## config.mk

```make
export PLATFORM = sky130hd
export DESIGN_NAME = uart_baud_controller
export DESIGN_NICKNAME = d
export VERILOG_FILES = /design/src/rtl/uart_baud_controller.sv
export SDC_FILE = /design/constraint.sdc
export NUM_CORES = 1
export LEC_CHECK = 0
export ABC_AREA = 1
export BUFFER_PORTS_ARGS = -buffer_cell sky130_fd_sc_hd__buf_2
export CORE_MARGIN = 5
export CORE_UTILIZATION = 60
export CTS_CLUSTER_SIZE = 12
export DETAILED_ROUTE_END_ITERATION = 8
export PLACE_DENSITY = 0.89
export SYNTH_ARGS = -nofsm -noshare
export SYNTH_HDL_FRONTEND = slang
export SYNTH_SLANG_ARGS = --single-unit
```

## constraint.sdc

```tcl
create_clock -name clk -period 3 [get_ports clk]
set_clock_uncertainty 0.15 [all_clocks]
set_input_delay 0.3 -clock clk [delete_from_list [all_inputs] [get_ports clk]]
set_output_delay 0.3 -clock clk [all_outputs]
set_load 0.1 [all_outputs]
```

## src/rtl/uart_baud_controller.sv

```systemverilog
// Baud-timing controller: one programmable divisor shared by independent
// TX and RX timing channels. TX gets a strobe per bit period; RX gets an
// oversample strobe and a mid-bit sample strobe, re-aligned on start edges.
module uart_baud_controller #(
    parameter int unsigned NATIVE_CLK_FREQUENCY = 50000000,
    parameter int unsigned DEFAULT_BAUD         = 115200,
    parameter int unsigned OVERSAMPLE           = 16,
    parameter int unsigned DIV_WIDTH            = 16
) (
    input  logic                 clk,
    input  logic                 reset_n,
    input  logic                 cfg_valid,
    input  logic [DIV_WIDTH-1:0] cfg_div,
    output logic                 cfg_ready,
    output logic [DIV_WIDTH-1:0] div_current,
    input  logic                 tx_enable,
    output logic                 tx_bit_tick,
    input  logic                 rx_enable,
    input  logic                 rx_start,
    output logic                 rx_os_tick,
    output logic                 rx_sample_tick
);

    localparam int unsigned OCW       = (OVERSAMPLE > 1) ? $clog2(OVERSAMPLE) : 1;
    localparam int unsigned DEF_RAW   = NATIVE_CLK_FREQUENCY / (DEFAULT_BAUD * OVERSAMPLE);
    localparam int unsigned DEF_CLAMP = (DEF_RAW == 0) ? 1 : DEF_RAW;

    localparam logic [DIV_WIDTH-1:0] DEFAULT_DIV = DIV_WIDTH'(DEF_CLAMP);
    localparam logic [OCW-1:0]       OC_LAST     = OCW'(OVERSAMPLE - 1);
    localparam logic [OCW-1:0]       OC_MID      = OCW'(OVERSAMPLE / 2 - 1);

    logic [DIV_WIDTH-1:0] r_div;

    logic [DIV_WIDTH-1:0] r_tx_pc;
    logic [OCW-1:0]       r_tx_oc;
    logic                 r_tx_tick;

    logic [DIV_WIDTH-1:0] r_rx_pc;
    logic [OCW-1:0]       r_rx_oc;
    logic                 r_rx_os;
    logic                 r_rx_smp;
    logic                 r_rx_active;

    logic                 w_cfg_fire;
    logic [DIV_WIDTH-1:0] w_cfg_div;
    logic [DIV_WIDTH-1:0] w_div_last;

    logic                 w_tx_os;
    logic                 w_tx_bit;
    logic [DIV_WIDTH-1:0] w_tx_pc_nxt;
    logic [OCW-1:0]       w_tx_oc_nxt;

    logic                 w_rx_align;
    logic [DIV_WIDTH-1:0] w_rx_pc_eff;
    logic [OCW-1:0]       w_rx_oc_eff;
    logic                 w_rx_os;
    logic                 w_rx_smp;
    logic [DIV_WIDTH-1:0] w_rx_pc_nxt;
    logic [OCW-1:0]       w_rx_oc_nxt;

    assign cfg_ready      = !tx_enable && !rx_enable;
    assign div_current    = r_div;
    assign tx_bit_tick    = r_tx_tick;
    assign rx_os_tick     = r_rx_os;
    assign rx_sample_tick = r_rx_smp;

    assign w_cfg_fire = cfg_valid && cfg_ready;
    assign w_cfg_div  = (cfg_div == '0) ? DIV_WIDTH'(1) : cfg_div;
    assign w_div_last = r_div - 1'b1;

    // TX event decode from the current counter values
    assign w_tx_os  = (r_tx_pc == w_div_last);
    assign w_tx_bit = w_tx_os && (r_tx_oc == OC_LAST);

    // RX alignment: counters are treated as zero at the aligning edge, so the
    // first oversample event lands D-1 edges later, the first sample at
    // (OVERSAMPLE/2)*D-1 edges later.
    assign w_rx_align  = rx_enable && (!r_rx_active || rx_start);
    assign w_rx_pc_eff = w_rx_align ? '0 : r_rx_pc;
    assign w_rx_oc_eff = w_rx_align ? '0 : r_rx_oc;
    assign w_rx_os     = (w_rx_pc_eff == w_div_last);
    assign w_rx_smp    = w_rx_os && (w_rx_oc_eff == OC_MID);

    // TX next-state; a disabled channel holds zero (a config transfer can only
    // happen while disabled, so it needs no separate clear)
    always_comb begin
        w_tx_pc_nxt = '0;
        w_tx_oc_nxt = '0;
        if (tx_enable) begin
            w_tx_pc_nxt = w_tx_os ? '0 : r_tx_pc + 1'b1;
            if (w_tx_os) begin
                w_tx_oc_nxt = (r_tx_oc == OC_LAST) ? '0 : r_tx_oc + 1'b1;
            end else begin
                w_tx_oc_nxt = r_tx_oc;
            end
        end
    end

    // RX next-state from the (possibly re-aligned) effective counters
    always_comb begin
        w_rx_pc_nxt = '0;
        w_rx_oc_nxt = '0;
        if (rx_enable) begin
            w_rx_pc_nxt = w_rx_os ? '0 : w_rx_pc_eff + 1'b1;
            if (w_rx_os) begin
                w_rx_oc_nxt = (w_rx_oc_eff == OC_LAST) ? '0 : w_rx_oc_eff + 1'b1;
            end else begin
                w_rx_oc_nxt = w_rx_oc_eff;
            end
        end
    end

    // Divisor register: loads on a valid/ready handshake, zero stored as one
    always_ff @(posedge clk or negedge reset_n) begin
        if (!reset_n) begin
            r_div <= DEFAULT_DIV;
        end else if (w_cfg_fire) begin
            r_div <= w_cfg_div;
        end
    end

    // TX counters and registered bit strobe
    always_ff @(posedge clk or negedge reset_n) begin
        if (!reset_n) begin
            r_tx_pc   <= '0;
            r_tx_oc   <= '0;
            r_tx_tick <= 1'b0;
        end else begin
            r_tx_pc   <= w_tx_pc_nxt;
            r_tx_oc   <= w_tx_oc_nxt;
            r_tx_tick <= tx_enable && w_tx_bit;
        end
    end

    // RX counters, enable history for first-edge alignment, registered strobes
    always_ff @(posedge clk or negedge reset_n) begin
        if (!reset_n) begin
            r_rx_pc     <= '0;
            r_rx_oc     <= '0;
            r_rx_os     <= 1'b0;
            r_rx_smp    <= 1'b0;
            r_rx_active <= 1'b0;
        end else begin
            r_rx_pc     <= w_rx_pc_nxt;
            r_rx_oc     <= w_rx_oc_nxt;
            r_rx_os     <= rx_enable && w_rx_os;
            r_rx_smp    <= rx_enable && w_rx_smp;
            r_rx_active <= rx_enable;
        end
    end

endmodule
```

==> flow_summary.toml, run 1 <==
[power_and_ir_drop]
pwr-share-comb_pct = 35.2
irDropWorstVdd_v = 0.000432
power_density_mw_per_mm2 = 519
p_clk_share_pct = 28.3
power.switching_uw = 1120
internal-power_uw = 1450
sw_frac_of_total_pct = 43.5
p_leak_uw = 0.00258
seq_power_share_pct = 36.5

[clock_tree]
numClockSinks = 60
cts_setup_buffers = 0
clock_latency_ps = 350
clock-root-buffer = "clkbuf_8"
h-tree-depth = 3
cts_tree = "yes"
numCtsBuffers = 9
cts_max_path_buffers = 2
clk_pin_slew_worst_paths_ps = 80

[yosys]
syn-mean-instance-area_um2 = 6.62
async_flop_share_pct = 100
synth_top_area_share_pct = 31.7
synth.largest_area_cell = "dfrtp_1"
synthCells = 669
ys_warn_count = 0
synth-edff-count = 0
synthTopCellsByCount = "210 x nand2_1, 97 x nor2_1, 91 x nand3_1"
synth-seq-area-share_pct = 34.0
synth.distinct_cells = 34
synth_seq_cells = 60
syn-num-nets = 696
synth_area_leaders = "dfrtp_1 32%, nand2_1 18%, nand3_1 10%"
ys.flop_type = "dfrtp_1"
netlist_area_mm2 = 0.00443
yosysMostFrequentCell = "nand2_1"

[sta]
period_needed_ps = 2820
maxSlewViolCount = 0
slew_headroom_pct = 48.3
finalSetupViolCount = 0
hold_viol_final = 0
worst_slew_pin_slew_ps = 775
max_freq_mhz = 355
finalCritPeriodShare_pct = 93.9

[critical_path]
r2r_cells = 15
worstPathRequired_ps = 3080
cp.arrival_ps = 2900
critPathKind = "in -> reg"
start_kind = "primary input"
crit_top_cell = "nand2_1"
cp_cell_sequence = "dlygate4sd3_1 > buf_2 > nand2_1 > buf_4 > nand2_1 > inv_1 > nand3_1 > nand2_1 > nor2_1 > nand3_1 > nor2_1 > nand2_1 > nand2_2 > nor2_1"
cpMaxStageDelayCell = "dlygate4sd3_1"
reg2reg_setup_slack_ps = 260
crit_path_end_kind = "flip-flop"
max_stage_delay_ps = 520
crit_fanout = 18

[cells_and_area]
nFillCells = 627
drive_gt1_share_pct = 14.9
design_area_mm2 = 0.00495
final_nets = 745
antennaDiodeCount = 0
final_core_util_pct = 68.6
syn2layout_area_growth_pct = 11.8
instances_no_fill = 822

[drt]
num_vias = 4611
drc_errors = 0
first_iter_violations = 305
viasPerCell = 5.61
dr.pass1.iters = 5
wl_per_cell_um = 14.8
drt-total-wl_mm = 12.2
ant_nets = 0

[worst_hold_path]
hold_class = "in -> reg"
hold_depth = 3

[placement]
dpl.cell_count = 804
dp_hpwl_mm = 9.47
place_congestion = 0.965
portBuffers = 41
dpl_cell_area_mm2 = 0.00472

[floorplanning]
core_area_mm2 = 0.00721
fp-row-count = 31
die_area_mm2 = 0.00920
fp.dieW_um = 95.9
fp.dieH_um = 95.9
io_pins = 42
initial_core_util_pct = 61.4

[global_routing]
grt_pass1_wl_mm = 20.3
grt_start_max_net_pins = 61
grt_pass1_vias = 4467
overflow = 0
antenna_found_initial = 0
grt_usage_pct = 28.9

[run_status]
outcome = "completed"

[flow_run]
cap_violations = 0
-- cell families after synthesis --
logic type	count (synthesis)	share of synthesized area, %
fa+ha+maj	5	1.41
buf+inv	85	7.77
xor+xnor	29	6.25
mux	1	0.254
compound gates	20	2.40
simple gates	469	47.9
flops	60	34.0
-- power groups by stage --
stage | Combinational [uW] | Sequential (uW) | Clock (uW)
3_3_place_gp | 864 | 946 | 0
6_report | 904 | 938 | 727
2_1_floorplan | 448 | 1180 | 0
3_5_place_dp | 883 | 949 | 0
5_1_grt | 984 | 944 | 783
4_1_cts | 891 | 934 | 736
-- area by class of cell --
cell class	instances	area [um2]	share of cell area, %
multi-input cells	524	2590	52.4
flip-flops and latches	60	1510	30.4
inverters	77	289	5.84
repair buffers	46	248	5.01
clock buffers	9	124	2.50
well taps	99	124	2.50
clock inverters	7	67.6	1.37
-- metrics by stage --
stage / TNS, ps / hold WS (ps) / setup WS, ps / total power, uW
after floorplan: 0 / -146 / 76.5 / 1630
after global placement: 0 / 339 / 368 / 1810
after detailed placement: 0 / 354 / 227 / 1830
after CTS: 0 / 17.7 / 173 / 2560
after global routing: -0.870 / 23.3 / -0.870 / 2710
final: 0 / 15.5 / 182 / 2570
-- path summary, 6_finish.rpt --
check,from,to
setup / recovery,rx_enable,r_rx_pc[11]
hold reg to reg,div_current[4],div_current[4]
max in group asynchronous,reset_n,div_current[14]
hold / removal,cfg_div[3],div_current[3]
min in group asynchronous,reset_n,r_rx_pc[12]
setup reg to reg,div_current[0],r_tx_pc[3]
-- state kept, by name, indices dropped and copies added, names as in the netlist --
register / count
rx_sample_tick: 1
r_rx_oc: 4
rx_os_tick: 1
div_current: 16
r_rx_active: 1
tx_bit_tick: 1
r_tx_oc: 4
r_tx_pc: 16
r_rx_pc: 16
-- metal layers --
metal  up-vias  wire, um  track usage (%)
met5         -         0                0
met4         0       503             13.6
met3        44       873             6.10
met2       216      5750             47.4
met1      2136      5040             36.4
li1       2215         -                -
-- cell usage in the layout, fill, tap and decap left out, types with 12 or more instances in the layout --
master | Yosys | layout
nor2_2 | 16 | 18
o21ai_0 | 12 | 12
dfrtp_1 | 56 | 56
nand3_1 | 91 | 91
nand4_1 | 18 | 18
inv_1 | 77 | 77
buf_2 | 1 | 41
nor2_1 | 97 | 95
xor2_1 | 23 | 23
nand2_1 | 210 | 209
-- worst max-delay path: cells and delay by family --
kind          cells  cell delay [ps]
buf+inv           4             1100
simple gates     10             1480
-- timing repair --
action | CTS | global route
resized for setup | 0 | 4
setup endpoints to repair | 0 | 18
hold buffers | 2 | 0
hold endpoints to repair | 52 | 0
(Power assumes the default switching activity.)
==> run 2: changes to the inputs <==
Clock period 3 ns to 2.6 ns, I/O delays scaled along.
==> flow_summary.toml, run 2 (synthesis gave the netlist of run 1 again) <==
[cells_and_area]
final_core_util_pct = 71.5
final_nets = 758
drive_gt1_share_pct = 18.5
final_common_cell = "nand2_1"
multi_input_area_mm2 = 0.00267
nFillCells = 610
layout_common_cells = "204 x nand2_1, 92 x nor2_1, 90 x nand3_1, 76 x inv_1, 50 x dfrtp_1"
syn2layout_area_growth_pct = 16.5
antennaDiodeCount = 0
instances_no_fill = 835
seqCellArea_mm2 = 0.00152

[power_and_ir_drop]
internal-power_uw = 1770
sw_frac_of_total_pct = 42.3
irDropWorstVdd_v = 0.000744
power.switching_uw = 1300
seq_power_share_pct = 35.6
p_clk_share_pct = 28.4
power_density_mw_per_mm2 = 596
p_leak_uw = 0.00265
pwr-share-comb_pct = 36.0

[worst_hold_path]
hold_class = "in -> reg"
hold_depth = 3

[critical_path]
crit_fanout = 5
reg2reg_setup_slack_ps = 130
cp.arrival_ps = 2550
critPathKind = "reg -> reg"
worstSetupStartpoint = "div_current[1]"
rr_startpoint = "div_current[1]"
r2r_cells = 15
crit_end = "r_rx_pc[13]"
crit_path_end_kind = "flip-flop"
r2r-end = "r_rx_pc[13]"
start_kind = "flip-flop"
worstPathRequired_ps = 2680

[drt]
drc_errors = 0
viasPerCell = 5.60
drt-total-wl_mm = 12.6
num_vias = 4676
first_iter_violations = 348
wl_per_cell_um = 15.1
dr.pass1.iters = 5
ant_nets = 0

[global_routing]
grt_start_max_net_pins = 27
overflow = 0
antenna_found_initial = 0
grt_pass1_wl_mm = 20.3
grt_usage_pct = 28.8
grt_pass1_vias = 4338

[sta]
worst_hold_slack_ps = 12.0
period_needed_ps = 2470
worst_slew_pin_slew_ps = 592
hold_viol_final = 0
timing.final.ws_setup_ps = 127
max_freq_mhz = 404
maxSlewViolCount = 0
finalCritPeriodShare_pct = 95.1
finalSetupViolCount = 0
rsz0062_at_grt = "yes"
slew_headroom_pct = 60.5

[floorplanning]
io_pins = 42
fp.dieW_um = 95.9
core_area_mm2 = 0.00721
fp.dieH_um = 95.9
fp-row-count = 31
initial_core_util_pct = 61.4
die_area_mm2 = 0.00920

[run_status]
outcome = "completed"

[clock_tree]
clock_latency_ps = 340
numCtsBuffers = 9
cts_tree = "yes"
clock-root-buffer = "clkbuf_8"
cts_setup_buffers = 0
cts_max_path_buffers = 2
numClockSinks = 60
clk_pin_slew_worst_paths_ps = 70
h-tree-depth = 3

[placement]
place_ws_ps = -0.554
place_congestion = 1.02
dpl.cell_count = 815
portBuffers = 41
dp_hpwl_mm = 9.88

[flow_run]
cap_violations = 0
## run 2: cell types whose count changed in the layout (fill, tap and decap cells not counted), sizes merged
cell / change
clkinv: -1
nand2: +1
clkbuf: +3
clkinvlp: -2
buf: +11
dlygate4sd3: +1
## run 2: per-stage QoR
| stage | power [uW] | TNS, ps | cell area [um2] |
|---|---|---|---|
| global route | 3220 | -27.5 | 5160 |
| floorplan | 1900 | 0 | 4450 |
| detailed placement | 2150 | -0.554 | 4850 |
| CTS | 3030 | 0 | 5090 |
| global placement | 2130 | 0 | 4850 |
| finish | 3070 | 0 | 5160 |
## run 2: layer usage
metal  wire length, um  track usage, %  vias up
met2              5940            48.4      225
met4               515            12.2        0
met1              5230            36.3     2162
met5                 0               0        -
li1                  -               -     2243
met3               909            5.16       46
## run 2: repair_timing
action                                  CTS  global route
endpoints found under the setup margin    4            42
hold buffers                              3             0
gates cloned                              0             1
gates resized for setup                   1            15
pin swaps                                 0             2
endpoints found under the hold margin    24             0
## run 2: final cells by class
class | count | area share (%)
flip-flops and latches | 60 | 29.5
clock buffers | 12 | 3.01
well taps | 99 | 2.40
multi-input cells | 525 | 51.7
inverters | 77 | 5.65
repair buffers | 58 | 6.84
clock inverters | 4 | 0.922
## run 2: how the worst min path moves through the flow
stage | startpoint | to
2_1_floorplan | reset_n | div_current[10]
3_3_place_gp | reset_n | r_rx_oc[0]
6_report | cfg_div[2] | div_current[2]
4_1_cts | cfg_div[2] | div_current[2]
5_1_grt | cfg_div[2] | div_current[2]
3_5_place_dp | reset_n | r_rx_oc[0]
## run 2: critical path, cell delays in order, from the launching register on
cell and delay, ps:
dfstp_4 620, inv_1 80, ha_4 200, nand2_2 140, nand2_1 150, nand3_1 120, nand2_1 70, inv_1 80
nand2_1 50, nor2_1 110, nand3_1 110, nor2_1 100, nand2_1 90, buf_4 150, o21ai_0 70, nor2_1 60
## run 2: power by group through the flow
stage / registers [uW] / clock network, uW / logic [uW]
2_1_floorplan: 1370 / 0 / 521
3_3_place_gp: 1100 / 0 / 1030
3_5_place_dp: 1100 / 0 / 1050
4_1_cts: 1090 / 882 / 1060
5_1_grt: 1100 / 920 / 1200
6_report: 1090 / 872 / 1110
==> run 3: changes to the inputs <==
Settings changed: CORE_UTILIZATION 60 to 54, PLACE_DENSITY 0.89 to 0.85.
Clock period 2.6 ns to 2.1 ns, I/O delays scaled along.
==> flow_summary.toml, run 3 (synthesis gave the netlist of run 1 again) <==
[clock_tree]
clock_latency_ps = 380
h-tree-depth = 3
clock-root-buffer = "clkbuf_8"
cts_max_path_buffers = 2
clk_pin_slew_worst_paths_ps = 70
numClockSinks = 60
numCtsBuffers = 9
cts_tree = "yes"

[critical_path]
crit_path_end_kind = "flip-flop"
critPathBufInv = 5
worstPathRequired_ps = 2200
crit_top_cell = "nand2_2"
cp.arrival_ps = 2910
max_stage_delay_ps = 380
crit_fanout = 8
cp_cell_sequence = "nand2_1 > nand2_2 > buf_4 > buf_4 > nand2_1 > inv_1 > nand2_2 > nand2_2 > inv_2 > nand2_1 > nor2_1 > nand3_1 > nor2_1 > nand2_2 > buf_12 > nand2_8 > nor2_1"
cpMaxStageDelayCell = "dfrtp_1"
critPathKind = "reg -> reg"
start_kind = "flip-flop"
critical_path.top_delay_family = "simple AND/OR/NAND/NOR gates"

[cells_and_area]
final_nets = 878
layout_common_cells = "147 x nand2_1, 106 x buf_4, 69 x inv_1, 56 x nand2_2, 55 x nor2_1"
nFillCells = 390
drive_gt1_share_pct = 46.7
antennaDiodeCount = 0
syn2layout_area_growth_pct = 56.8
final_common_cell = "nand2_1"

[drt]
dr.pass1.iters = 8
drt-total-wl_mm = 21.9
num_vias = 6168
wl_per_cell_um = 22.8
met1_length_mm = 7.03
routed.top_layer = "met4"
wl_met3_mm = 2.92
viasPerCell = 6.42
drc_errors = 0
ant_nets = 0
first_iter_violations = 853
wl_met2_mm = 9.74

[floorplanning]
io_pins = 42
die_area_mm2 = 0.0101
core_area_mm2 = 0.00809
fp.dieW_um = 101
fp.dieH_um = 101
fp-row-count = 33
initial_core_util_pct = 54.7

[placement]
portBuffers = 41
place_ws_ps = -405
dp_hpwl_mm = 10.8
place_congestion = 1.02

[sta]
timing.final.ws_setup_ps = -710
fin_setup_tns_ps = -22780
finalCritPeriodShare_pct = 134
hold_viol_final = 0
worst_slew_pin_slew_ps = 510
max_freq_mhz = 356
finalSetupViolCount = 43
slew_headroom_pct = 65.7
period_needed_ps = 2810
worst_hold_slack_ps = 54.5
maxSlewViolCount = 0
rsz0062_at_grt = "yes"

[worst_hold_path]
hold_class = "in -> reg"

[global_routing]
overflow = 0
grt_pass1_wl_mm = 26.5
grt_usage_pct = 33.7
grt_pass1_vias = 5459
grt_start_max_net_pins = 33
antenna_found_initial = 0

[power_and_ir_drop]
irDropWorstVdd_v = 0.000628
p_leak_uw = 0.00336
power_density_mw_per_mm2 = 703

[run_status]
outcome = "finished with violations"
violations = "setup timing"

[flow_run]
cap_violations = 0
run 3: cell count changes in the layout (fill, tap and decap cells not counted), moves of 37 or more:
cell     change
nand2_1     -57
nand3_2     +39
nor2_1      -37
buf_4       +93
nand3_1     -41
nand2_2     +44
run 3: report_power, final:
group          total (uW)  internal (uW)  switching (uW)
logic                2270            755            1520
clock network        1250            677             571
registers            1360           1240             126
run 3: final timing paths:
check                                  from             end  slack [ps]  cells past startpoint
worst max register to register  r_rx_active     r_rx_pc[11]        -710                     17
worst min-delay path              rx_enable     r_rx_active          50                      2
max in group asynchronous           reset_n  div_current[0]        1050                      3
min in group asynchronous           reset_n      r_rx_pc[5]         120                      2
worst max-delay path            r_rx_active     r_rx_pc[11]        -710                     17
worst min register to register   r_rx_oc[3]  rx_sample_tick         370                      2
run 3: per-stage QoR:
step	power (uW)	utilization (%)	std cells	instance area, um2
after floorplan	2380	-	669	4510
after global placement	2960	69.5	915	5630
after detailed placement	3000	69.5	915	5630
after CTS	4310	78.0	954	6310
after global routing	4980	85.8	961	6940
final	4880	85.8	961	6940
run 3: worst reg2reg max path: stages, from the launching register on:
cell and delay [ps]:
dfrtp_1 380, nand2_1 80, nand2_2 110, buf_4 160
buf_4 170, nand2_1 260, inv_1 150, nand2_2 100
nand2_2 60, inv_2 70, nand2_1 50, nor2_1 160
nand3_1 150, nor2_1 170, nand2_2 130, buf_12 160
nand2_8 100, nor2_1 80
run 3: cell type report:
cell class,instances,area [um2],area share [%]
multi-input cells,526,3390,48.8
flip-flops and latches,60,1530,22.1
repair buffers,177,1370,19.7
inverters,77,299,4.31
clock buffers,13,179,2.58
well taps,105,131,1.89
clock inverters,3,42.5,0.613
run 3: repair_timing:
item,CTS,global route
pin swaps,31,64
gates resized for setup,59,151
endpoints found under the setup margin,43,43
buffers inserted,4,8
cloned,2,0
hold buffers,17,0
endpoints found under the hold margin,72,0
run 3: layer usage:
metal | GRT usage [%] | up-vias
li1 | - | 2490
met1 | 38.2 | 2797
met2 | 58.7 | 624
met3 | 8.79 | 257
met4 | 16.6 | 0
met5 | 0 | -
